--- config.mk ---
export PLATFORM = sky130hd
export DESIGN_NAME = alu_axi_sequencer
export DESIGN_NICKNAME = d
export VERILOG_FILES = /design/src/rtl/alu_axi_sequencer.sv
export SDC_FILE = /design/constraint.sdc
export NUM_CORES = 1
export LEC_CHECK = 0
export BUFFER_PORTS_ARGS = -buffer_cell sky130_fd_sc_hd__buf_2
export CAP_MARGIN = 20
export CELL_PAD_IN_SITES_DETAIL_PLACEMENT = 1
export CELL_PAD_IN_SITES_GLOBAL_PLACEMENT = 2
export CORE_AREA = 2 2 173 175
export CTS_CLUSTER_DIAMETER = 50
export DETAILED_ROUTE_END_ITERATION = 10
export DIE_AREA = 0 0 175 177
export GPL_ROUTABILITY_DRIVEN = 0
export HOLD_SLACK_MARGIN = 0.02
export PLACE_DENSITY_LB_ADDON = 0.1
export SYNTH_ARGS = -nofsm -noshare
export SYNTH_HDL_FRONTEND = slang
export SYNTH_SLANG_ARGS = --single-unit
export TNS_END_PERCENT = 50
--- constraint.sdc ---
create_clock -name aclk -period 3.7 [get_ports aclk]
set_input_delay 0.185 -clock aclk [delete_from_list [all_inputs] [get_ports aclk]]
set_output_delay 0.185 -clock aclk [all_outputs]
set_load 0.01 [all_outputs]
--- src/rtl/alu_axi_sequencer.sv ---
`default_nettype none
// alu_axi_sequencer - round-robin AXI4-Lite master sharing one memory-mapped ALU slave.
// Rev 1.0: each grant runs write A, write B, write OpCode, read Result, then returns the result.
module alu_axi_sequencer #(
  parameter int          NUM_REQ   = 4,
  parameter int          ID_W      = 2,
  parameter logic [31:0] BASE_ADDR = 32'h0000_0000
) (
  input  logic                  aclk,
  input  logic                  areset,
  input  logic [NUM_REQ-1:0]    req_valid,
  output logic [NUM_REQ-1:0]    req_ready,
  input  logic [NUM_REQ*32-1:0] req_a,
  input  logic [NUM_REQ*32-1:0] req_b,
  input  logic [NUM_REQ-1:0]    req_op,
  output logic                  rsp_valid,
  input  logic                  rsp_ready,
  output logic [ID_W-1:0]       rsp_id,
  output logic [31:0]           rsp_data,
  output logic                  rsp_err,
  output logic                  AW_VALID,
  input  logic                  AW_READY,
  output logic [31:0]           AW_ADDR,
  output logic                  W_VALID,
  input  logic                  W_READY,
  output logic [31:0]           W_DATA,
  input  logic                  B_VALID,
  output logic                  B_READY,
  input  logic [1:0]            B_RESP,
  output logic                  AR_VALID,
  input  logic                  AR_READY,
  output logic [31:0]           AR_ADDR,
  input  logic                  R_VALID,
  output logic                  R_READY,
  input  logic [31:0]           R_DATA,
  input  logic [1:0]            R_RESP
);

  typedef enum logic [2:0] {
    IDLE   = 3'd0,
    WR_A   = 3'd1,
    WR_B   = 3'd2,
    WR_OP  = 3'd3,
    RD_RES = 3'd4,
    RESP   = 3'd5
  } state_t;

  state_t          r_state, w_state_nxt;
  logic [ID_W-1:0] r_last, r_gnt, w_gnt, w_idx;
  logic            w_any;
  logic [31:0]     r_b, r_rsp_data, r_aw_addr, r_w_data, r_ar_addr;
  logic            r_op, r_err;
  logic            r_aw_valid, r_w_valid, r_aw_done, r_w_done, r_ar_valid, r_ar_done;
  logic            w_wr_state, w_aw_hs, w_w_hs, w_b_hs, w_ar_hs, w_r_hs;

  // Search starts one past the previous grant so every requester gets a turn.
  always_comb begin
    w_any = 1'b0;
    w_gnt = '0;
    w_idx = '0;
    for (int k = 1; k <= NUM_REQ; k++) begin
      w_idx = ID_W'((int'(r_last) + k) % NUM_REQ);
      if (!w_any && req_valid[w_idx]) begin
        w_any = 1'b1;
        w_gnt = w_idx;
      end
    end
  end

  assign w_wr_state = (r_state == WR_A) || (r_state == WR_B) || (r_state == WR_OP);
  assign B_READY    = w_wr_state && r_aw_done && r_w_done;
  assign R_READY    = (r_state == RD_RES) && r_ar_done;
  assign w_aw_hs    = r_aw_valid && AW_READY;
  assign w_w_hs     = r_w_valid && W_READY;
  assign w_b_hs     = B_READY && B_VALID;
  assign w_ar_hs    = r_ar_valid && AR_READY;
  assign w_r_hs     = R_READY && R_VALID;

  assign rsp_valid = (r_state == RESP);
  assign rsp_id    = r_gnt;
  assign rsp_data  = r_rsp_data;
  assign rsp_err   = r_err;
  assign AW_VALID  = r_aw_valid;
  assign AW_ADDR   = r_aw_addr;
  assign W_VALID   = r_w_valid;
  assign W_DATA    = r_w_data;
  assign AR_VALID  = r_ar_valid;
  assign AR_ADDR   = r_ar_addr;

  always_ff @(posedge aclk) begin
    if (areset) r_state <= IDLE;
    else        r_state <= w_state_nxt;
  end

  always_comb begin
    w_state_nxt = r_state;
    req_ready   = '0;
    case (r_state)
      IDLE: if (w_any) begin
        req_ready[w_gnt] = 1'b1;
        w_state_nxt      = WR_A;
      end
      WR_A:   if (w_b_hs) w_state_nxt = (B_RESP != 2'b00) ? RESP : WR_B;
      WR_B:   if (w_b_hs) w_state_nxt = (B_RESP != 2'b00) ? RESP : WR_OP;
      WR_OP:  if (w_b_hs) w_state_nxt = (B_RESP != 2'b00) ? RESP : RD_RES;
      RD_RES: if (w_r_hs) w_state_nxt = RESP;
      RESP:   if (rsp_ready) w_state_nxt = IDLE;
      default: w_state_nxt = IDLE;
    endcase
  end

  always_ff @(posedge aclk) begin
    if (areset) begin
      r_last     <= ID_W'(NUM_REQ - 1);
      r_gnt      <= '0;
      r_b        <= '0;
      r_op       <= 1'b0;
      r_err      <= 1'b0;
      r_rsp_data <= '0;
      r_aw_valid <= 1'b0;
      r_w_valid  <= 1'b0;
      r_aw_done  <= 1'b0;
      r_w_done   <= 1'b0;
      r_ar_valid <= 1'b0;
      r_ar_done  <= 1'b0;
      r_aw_addr  <= '0;
      r_w_data   <= '0;
      r_ar_addr  <= '0;
    end else begin
      if (w_aw_hs) begin
        r_aw_valid <= 1'b0;
        r_aw_done  <= 1'b1;
      end
      if (w_w_hs) begin
        r_w_valid <= 1'b0;
        r_w_done  <= 1'b1;
      end
      if (w_ar_hs) begin
        r_ar_valid <= 1'b0;
        r_ar_done  <= 1'b1;
      end
      if (r_state == IDLE && w_any) begin
        r_b    <= req_b[w_gnt*32 +: 32];
        r_op   <= req_op[w_gnt];
        r_gnt  <= w_gnt;
        r_last <= w_gnt;
      end
      if (w_b_hs && B_RESP != 2'b00) begin
        r_err      <= 1'b1;
        r_rsp_data <= '0;
      end
      if (w_r_hs) begin
        r_rsp_data <= R_DATA;
        if (R_RESP != 2'b00) r_err <= 1'b1;
      end
      if (rsp_valid && rsp_ready) r_err <= 1'b0;
      // Each bus step is launched on the edge that enters its state.
      if (w_state_nxt != r_state) begin
        if (w_state_nxt == WR_A || w_state_nxt == WR_B || w_state_nxt == WR_OP) begin
          r_aw_valid <= 1'b1;
          r_w_valid  <= 1'b1;
          r_aw_done  <= 1'b0;
          r_w_done   <= 1'b0;
        end
        case (w_state_nxt)
          WR_A: begin
            r_aw_addr <= BASE_ADDR;
            r_w_data  <= req_a[w_gnt*32 +: 32];
          end
          WR_B: begin
            r_aw_addr <= BASE_ADDR + 32'h4;
            r_w_data  <= r_b;
          end
          WR_OP: begin
            r_aw_addr <= BASE_ADDR + 32'h8;
            r_w_data  <= {31'b0, r_op};
          end
          RD_RES: begin
            r_ar_valid <= 1'b1;
            r_ar_done  <= 1'b0;
            r_ar_addr  <= BASE_ADDR + 32'hC;
          end
          default: ;
        endcase
      end
    end
  end

endmodule
`default_nettype wire
# Yosys cells after proc, flatten, opt, wreduce, memory -nomap -nowiden
# Index checks and enable logic that the tools add are counted.
dict set report word_totals {
  regBits 144
  input_bits 308
  wordCells 125
}
dict set report op_classes {
  add_sub_neg 4
  magnitude_cmp 6
  n_eq_ne 10
  shift 2
  mux 57
  reduce_logical 30
}
# cell n
set ops {}
lappend ops {{$shiftx A128 B8 Y32} 2}
lappend ops {{$pmux W32 S3} 2}
lappend ops {{$mux W32} 2}
lappend ops {{$mux W1} 32}
lappend ops {{$mux W3} 8}
lappend ops {{$pmux W3 S6} 1}
lappend ops {{$logic_and A1 B1 Y1} 15}
lappend ops {{$lt A2 B3 Y1 const B} 5}
lappend ops {{$eq A3 B2 Y1 const B} 4}
lappend ops {{$bmux W1 S2} 5}
lappend ops {{$eq A3 B3 Y1 const B} 3}
lappend ops {{$mux W2} 4}
lappend ops {{$mux W4} 2}
lappend ops {{$eq A3 B1 Y1 const B} 2}
lappend ops {{$reduce_bool A2 Y1} 3}
lappend ops {{$add A2 B1 Y2 const B} 2}
lappend ops {{$add A2 B2 Y2 const B} 2}
lappend ops {{$logic_or A1 B1 Y1} 4}
lappend ops {{$reduce_and A2 Y1} 2}
lappend ops {{$logic_not A1 Y1} 3}
lappend ops {{$logic_not A3 Y1} 1}
lappend ops {{$ne A3 B3 Y1} 1}
lappend ops {{$reduce_bool A3 Y1} 1}
lappend ops {{$demux W1 S2} 1}
lappend ops {{2 further kinds} 2}

# Depth between registers and ports, before layout
# Gate-level depths: netlist of run 1.
dict set report depth {
  depth_word 20
  ltp_mapped 10
  depth_no_buf 6
}

# Least setup slack after synthesis of run 1
# No wires, ideal clock.
dict set report synth_timing {
  kind {register -> register}
  from {register r_last[1]}
  to {register r_w_data[10] (netlist: W_DATA[10])}
  setup_time_ns 0.146
  t_arrival_ns 2.043
  path_slack_ns 1.511
  path_stages_with_launch 9
  path_buffers 3
  path_cell_list {dfxtp_1 -> clkbuf_1 -> nand3b_1 -> a31oi_1 -> buf_2 -> buf_2 -> mux4_2 -> a32oi_1 -> a211oi_2}
}
dict set report synth_via {
  elab_chain_len 18
  word_cells_on_any_way 36
  classes_between {add/sub: 4; eq/ne: 4; shift: 1; mux: 19; reduce/logical: 8}
}
# item line_no
set synth_lines {}
lappend synth_lines {{start: declaration} 49} ;# logic [ID_W-1:0] r_last, r_gnt, w_gnt, w_idx;
lappend synth_lines {{start signal: assignment} 114} ;# r_last <= ID_W'(NUM_REQ - 1);
lappend synth_lines {{start signal: assignment} 146} ;# r_last <= w_gnt;
lappend synth_lines {{branches (longest 18 deep; another with $add A2 B1 Y2)} --}
lappend synth_lines {{end signal: assignment} 168} ;# r_w_data <= req_a[w_gnt*32 +: 32];
lappend synth_lines {{end signal: assignment} 172} ;# r_w_data <= r_b;
lappend synth_lines {{end signal: assignment} 176} ;# r_w_data <= {31'b0, r_op};
lappend synth_lines {{end: declaration} 51} ;# logic [31:0] r_b, r_rsp_data, r_aw_addr, r_w_data, r_ar_addr;
# Several ways; the timed one is not identified. The select of a mux whose other input is x is not followed.
# A chain may end at the register's enable or synchronous reset.

# Worst setup path in the final report of run 1
dict set report layout_timing {
  from {register r_state[2]}
  to {register r_w_data[16] (netlist: W_DATA[16])}
}
dict set report layout_via {
  elab_chain_len 11
  word_cells_on_any_way 27
  classes_between {eq/ne: 9; mux: 8; reduce/logical: 10}
}
# item line_no
set layout_lines {}
lappend layout_lines {{start: declaration} 48} ;# state_t r_state, w_state_nxt;
lappend layout_lines {{start signal: assignment} 92} ;# else r_state <= w_state_nxt;
lappend layout_lines {{$eq A3 B1 Y1 or $eq A3 B2 Y1 (tied branches)} {70, 98}}
lappend layout_lines {{$logic_or A1 B1 Y1 (2 in series)} 70} ;# assign w_wr_state = (r_state == WR_A) || (r_state == WR_B) || (r_state == WR_OP);
lappend layout_lines {{$logic_and A1 B1 Y1 (2 in series)} 71} ;# assign B_READY = w_wr_state && r_aw_done && r_w_done;
lappend layout_lines {{$logic_and A1 B1 Y1} 75} ;# assign w_b_hs = B_READY && B_VALID;
lappend layout_lines {{$mux W3 (on tied branches)} {105, 103, 104}}
lappend layout_lines {{$pmux W3 S6} 98} ;# case (r_state)
lappend layout_lines {{$eq A3 B1 Y1 or $eq A3 B2 Y1 (tied branches)} 165} ;# case (w_state_nxt)
lappend layout_lines {{$reduce_bool A3 Y1 (no line)} --}
lappend layout_lines {{$reduce_and A2 Y1 (no line)} --}
# Several ways; a longest one is shown, not always the timed one.

==> results of run 1 <==
-- worst max-delay path: cells and delay by family (launching register included) --
kind / cells / cell delay [ns]
simple gates: 3 / 1.23
compound gates: 3 / 0.61
flops: 1 / 0.56
buf+inv: 1 / 0.36
-- kinds of logic (layout without fill, tap and decap cells) --
kind of cell,Yosys count,count (layout)
simple gates,197,197
compound gates,162,162
buf+inv,129,458
flops,114,114
mux,71,71
other cells,1,62
-- state kept, by name (all words and copies together) (netlist names) --
| register | count |
|---|---|
| rsp_data | 32 |
| W_VALID | 1 |
| AR_VALID | 1 |
| r_ar_done | 1 |
| rsp_id | 2 |
| r_op | 1 |
| r_aw_done | 1 |
| r_w_done | 1 |
| r_last | 2 |
| AW_ADDR | 2 |
| AR_ADDR | 1 |
| rsp_err | 1 |
| r_b | 32 |
| r_state | 3 |
| AW_VALID | 1 |
| W_DATA | 32 |
-- metal layers --
| layer | wire (um) | track usage |
|---|---|---|
| met4 | 255 | 0.0389 |
| met5 | 22 | 0 |
| met2 | 14000 | 0.310 |
| met3 | 1640 | 0.0412 |
| met1 | 12000 | 0.217 |
-- synthesized netlist by cell type (3+ instances only) --
| master | number |
|---|---|
| and2_1 | 3 |
| buf_4 | 65 |
| o211ai_1 | 3 |
| a22oi_1 | 32 |
| nor2_1 | 80 |
| a32oi_1 | 31 |
| a21oi_1 | 48 |
| and3_1 | 3 |
| buf_6 | 8 |
| mux2i_1 | 6 |
| nand3b_1 | 4 |
| buf_2 | 14 |
| mux2_2 | 3 |
| nor3_1 | 11 |
| nand2b_1 | 10 |
| dfxtp_1 | 114 |
| clkbuf_1 | 34 |
| buf_1 | 5 |
| a211oi_2 | 31 |
| inv_1 | 3 |
| mux4_2 | 62 |
| nand2_1 | 75 |
-- per-stage QoR --
stage               utilization  hold slack, ns  power, W
finish                    0.328          0.0273   0.00419
CTS                       0.327          0.0207   0.00428
global placement          0.300           0.437   0.00257
floorplan                     -           0.285   0.00220
global route              0.328          0.0413   0.00444
detailed placement        0.300           0.444   0.00257
-- power by group --
group	leakage, nW	switching (W)	internal (W)
sequential	0.935	0.0000690	0.00134
clock	0.280	0.000652	0.000997
combinational	3.06	0.000578	0.000556
total	4.27	0.00130	0.00289
-- final cells by class --
class	count	area, um^2	area share
diodes	2	5.00	0.000522
clock buffers	17	425	0.0444
clock inverters	15	159	0.0166
inverters	3	11.3	0.00118
multi-input cells	490	3920	0.409
flip-flops and latches	114	2280	0.238
well taps	390	488	0.0509
repair buffers	423	2290	0.239
-- how the worst max path moves through the flow --
stage	startpoint	to	slack, ns	cells after the start
5_1_grt	r_state[0]$_SDFF_PP0_	W_DATA[13]$_SDFFE_PP0P_	0.66	7
3_3_place_gp	r_state[2]$_SDFF_PP0_	W_DATA[11]$_SDFFE_PP0P_	0.87	7
3_5_place_dp	r_state[0]$_SDFF_PP0_	W_DATA[18]$_SDFFE_PP0P_	0.81	7
6_report	r_state[2]$_SDFF_PP0_	W_DATA[16]$_SDFFE_PP0P_	0.83	7
2_1_floorplan	r_last[1]$_SDFFE_PP1P_	W_DATA[10]$_SDFFE_PP0P_	1.51	8
4_1_cts	r_state[2]$_SDFF_PP0_	W_DATA[18]$_SDFFE_PP0P_	0.80	7
-- timing repair --
| item | CTS | global route |
|---|---|---|
| hold buffers | 23 | 0 |
| hold endpoints to repair | 23 | 0 |
| setup buffers | 0 | 0 |
==> out/metrics.cfg, run 1 <==
[route]
antenna_left = 0
drt_wl_total_mm = 27.9
drt-initial-drc-count = 235
vias_per_cell = 4.54
drc_errors = 0
vias = 6596
dr.pass1.iters = 4
wl_per_cell_um = 19.2

[placement]
portBuffers = 388
dp_hpwl_mm = 21.2
dpl_cell_area_mm2 = 0.00876
dp_cells = 1397
place_ws_ns = 0.808

[clocking]
clk_pin_slew_worst_paths_ns = 0.06
cts_sinks = 114
clock_latency_ns = 0.41
clk_path_buf_depth = 2
htree_levels = 4
cts_root_buf = clkbuf_16
cts_buffers = 17
post_cts_resized = 0
cts_tree = built

[synth]
synth-simple-area-share = 0.127
yosysWarnings = 0
synth_top_family_by_area = multiplexers
synth_edf_count = 0
yosysTopAreaCell = dfxtp_1
ys_seq_area_frac = 0.339
yosysTopAreaCellShare = 0.339
ys_types = 44
synth_cells = 674
async_flop_share = 0
synthXorXnorAreaFrac = 0
synthAdderAreaFrac = 0
yosys_most_used_dff = dfxtp_1
yosys-top-cells-area = dfxtp_1 34%, mux4_2 21%, buf_4 7.2%, a211oi_2 5.8%, nor2_1 4.5%
synth_compound_area_frac = 0.193
syn_avg_cell_area_um2 = 9.99
synthesis.area_mm2 = 0.00673
ys_seq_elements = 114
synth_mux_area_frac = 0.221

[finish]
final_cell_mix = 387 x buf_2, 114 x dfxtp_1, 79 x nor2_1
fin_area_mm2 = 0.00958
fin_cells = 1454
fill_cells = 3493
drive_gt1_frac = 0.508
area_delta_synth_final_pct = 42.3
mostFrequentLayoutCell = buf_2
final_nets = 1357

[setup_path]
crit_type = reg2reg
worstRegToRegCells = 7
regToRegSetupSlack_ns = 0.83
arrival_ns = 3.20
crit_slowest_cell = or4_1
reg2reg_from = r_state[2]$_SDFF_PP0_
r2r_end = W_DATA[16]$_SDFFE_PP0P_
cp_max_fo = 23
slowest_delay_ns = 0.73
cp.required_ns = 4.03
crit_chain = nor3_1 > a21boi_4 > or4_1 > nor2_4 > buf_4 > a32oi_1 > a211oi_2
worstSetupStartpointType = flip-flop
cp-end-kind = flip-flop

[timing]
slew_headroom = 0.385
worst_slack_ns = 0.831
setup_violations = 0
max_freq_mhz = 348
period_share = 0.776
hold_viol_final = 0
fin_worst_skew_ns = 0.00984
slew_violations = 0
period_minus_slack_ns = 2.87
fin_tns_setup_ns = 0
rsz0062_at_grt = no
tightestPinTransition_ns = 0.922

[global_routing]
grt-ovfl-total = 0
grt_pass1_vias = 7060
antenna_found_initial = 6
grt_use_total = 0.176
grt_first_pass_wirelength_mm = 41.4
grt_max_degree = 74

[floorplanning]
die_h_um = 177
rows = 63
start_util = 0.230
core_mm2 = 0.0292
fp.dieW_um = 175
dieArea_mm2 = 0.0310
io-pin-count = 449

[power]
cellPowerDensity_mw_per_mm2 = 437
ir_drop_uv = 294
power.leakage_nw = 4.27

[run]
max-cap-violations = 0

[status]
outcome = completed

[hold_path]
worstHoldEndpoint = rsp_data[17]$_SDFFE_PP0P_
hold_class = in2reg
hold_path_depth = 3
min_from = R_DATA[17]

(Power assumes the default switching activity.)
==> run 2, diff against run 1 <==
--- a/config.mk
+++ b/config.mk
@@ -9,10 +9,9 @@
 export CAP_MARGIN = 20
 export CELL_PAD_IN_SITES_DETAIL_PLACEMENT = 1
 export CELL_PAD_IN_SITES_GLOBAL_PLACEMENT = 2
-export CORE_AREA = 2 2 173 175
+export CORE_UTILIZATION = 23
 export CTS_CLUSTER_DIAMETER = 50
 export DETAILED_ROUTE_END_ITERATION = 10
-export DIE_AREA = 0 0 175 177
 export GPL_ROUTABILITY_DRIVEN = 0
 export HOLD_SLACK_MARGIN = 0.02
 export PLACE_DENSITY_LB_ADDON = 0.1
==> constraint.sdc (replaced) <==
create_clock -name aclk -period 2.75 [get_ports aclk]
set_input_delay 0.1375 -clock aclk [delete_from_list [all_inputs] [get_ports aclk]]
set_output_delay 0.1375 -clock aclk [all_outputs]
set_load 0.01 [all_outputs]
==> run 2 against run 1 <==
Combinational power increased by 39%. Hold slack improved by 0.14 ns. First-iteration DRC count increased by 1.7%. Critical path type unchanged. Largest cell class unchanged. Largest power group unchanged. Highest routed layer unchanged.
==> out/metrics.cfg, run 2 (synthesis gave the netlist of run 1 again) <==
[status]
outcome = completed

[clocking]
cts_setup_buffers = 0
clk_pin_slew_worst_paths_ns = 0.06
cts_sinks = 114
cts_buffers = 17
clock_latency_ns = 0.42
cts_root_buf = clkbuf_16
htree_levels = 4
cts_tree = built
clk_path_buf_depth = 2

[global_routing]
grt_max_degree = 67
antenna_found_initial = 6
grt_first_pass_wirelength_mm = 41.9
grt-ovfl-total = 0
grt_pass1_vias = 7045
grt_use_total = 0.183

[finish]
final_nets = 1377
mostFrequentLayoutCell = buf_2
area_delta_synth_final_pct = 45.4
drive_gt1_frac = 0.506
fin_cells = 1469
final_cell_mix = 387 x buf_2, 114 x dfxtp_1, 79 x nor2_1

[power]
cellPowerDensity_mw_per_mm2 = 575
power.leakage_nw = 4.38
ir_drop_uv = 406

[setup_path]
worstSetupStartpointType = flip-flop
cp-end-kind = flip-flop
slowest_delay_ns = 0.70
crit_chain = nand3_2 > o311a_1 > or4_1 > nor2_4 > buf_4 > a32oi_1 > a211oi_2
crit_type = reg2reg
cp_max_fo = 19
crit_slowest_cell = or4_1
arrival_ns = 2.87
cp.required_ns = 3.09

[route]
vias_per_cell = 4.57
antenna_left = 0
vias = 6713
drt_wl_total_mm = 27.3
dr.pass1.iters = 4
drt-initial-drc-count = 239
drc_errors = 0
wl_per_cell_um = 18.6

[timing]
fin_tns_setup_ns = 0
hold_viol_final = 0
period_share = 0.920
max_freq_mhz = 395
slew_headroom = 0.619
rsz0062_at_grt = no
setup_violations = 0
tightestPinTransition_ns = 0.566
period_minus_slack_ns = 2.53
slew_violations = 0
fin_worst_skew_ns = 0.00981

[floorplanning]
core_mm2 = 0.0288
start_util = 0.234
io-pin-count = 449
dieArea_mm2 = 0.0300
rows = 62
fp.dieW_um = 173
die_h_um = 173

[run]
max-cap-violations = 0

[hold_path]
hold_class = in2reg

[placement]
dp_hpwl_mm = 20.6
portBuffers = 388
dp_cells = 1398

run 2: changes by cell type in the layout (fill, tap and decap cells not counted):
cell / previous run / this run
buf_12: 2 / 5
buf_4: 11 / 15
clkinv_4: 4 / 3
diode_2: 2 / 3
bufinv_16: 2 / 1
clkinv_2: 3 / 2
clkbuf_8: 0 / 2
dlygate4sd3_1: 23 / 36
inv_6: 3 / 4
run 2: path summary, 6_finish.rpt:
| kind | start | endpoint | slack [ns] | depth (start not counted) |
|---|---|---|---|---|
| setup / recovery | r_w_done$_SDFF_PP0_ | W_DATA[11]$_SDFFE_PP0P_ | 0.22 | 7 |
| setup reg to reg | r_w_done$_SDFF_PP0_ | W_DATA[11]$_SDFFE_PP0P_ | 0.22 | 7 |
| hold / removal | req_b[0] | r_b[0]$_SDFFE_PP0P_ | 0.17 | 5 |
| hold reg to reg | r_b[29]$_SDFFE_PP0P_ | r_b[29]$_SDFFE_PP0P_ | 0.45 | 2 |
run 2: stage by stage:
step	instance area (um^2)	worst slack [ns]	hold slack [ns]	utilization	power, W
floorplan	6960	0.561	0.237	-	0.00296
global placement	8840	0.276	0.391	0.307	0.00347
detailed placement	8840	0.202	0.397	0.307	0.00348
CTS	9780	0.174	0.160	0.340	0.00574
global route	9780	0.0466	0.194	0.340	0.00594
finish	9790	0.220	0.172	0.340	0.00563
run 2: critical path, delay by kind of cell, from the launching register on:
kind,cells,cell delay (ns)
AOI/OAI and AO/OA,3,0.74
buffers and inverters,1,0.28
DFF,1,0.37
and+or+nand+nor,3,1.05
run 2: power by group:
| part | internal [W] | leakage (nW) | switching, W | total, W |
|---|---|---|---|---|
| combinational | 0.000785 | 3.16 | 0.000786 | 0.00157 |
| sequential | 0.00180 | 0.935 | 0.0000831 | 0.00188 |
| clock | 0.00130 | 0.277 | 0.000875 | 0.00218 |
run 2: per-layer routing:
metal / track usage / up-vias / share of wire
li1: - / 3185 / -
met1: 0.220 / 3245 / 0.42
met2: 0.324 / 251 / 0.51
met3: 0.0462 / 26 / 0.059
met4: 0.0442 / 6 / 0.0098
met5: 0 / - / 0.0015
run 2: final cells by class:
class | count | area (um^2)
multi-input combinational | 490 | 3920
inverter | 3 | 11.3
clock inverter | 13 | 124
tap | 384 | 480
clock buffer | 19 | 453
sequential | 114 | 2280
fill | 3431 | 19000
antenna | 3 | 7.51
timing repair buffer | 443 | 2510
run 2: what timing repair did:
item                      CTS  global route
resized for setup           0             0
hold endpoints to repair   39             0
hold buffers               36             0
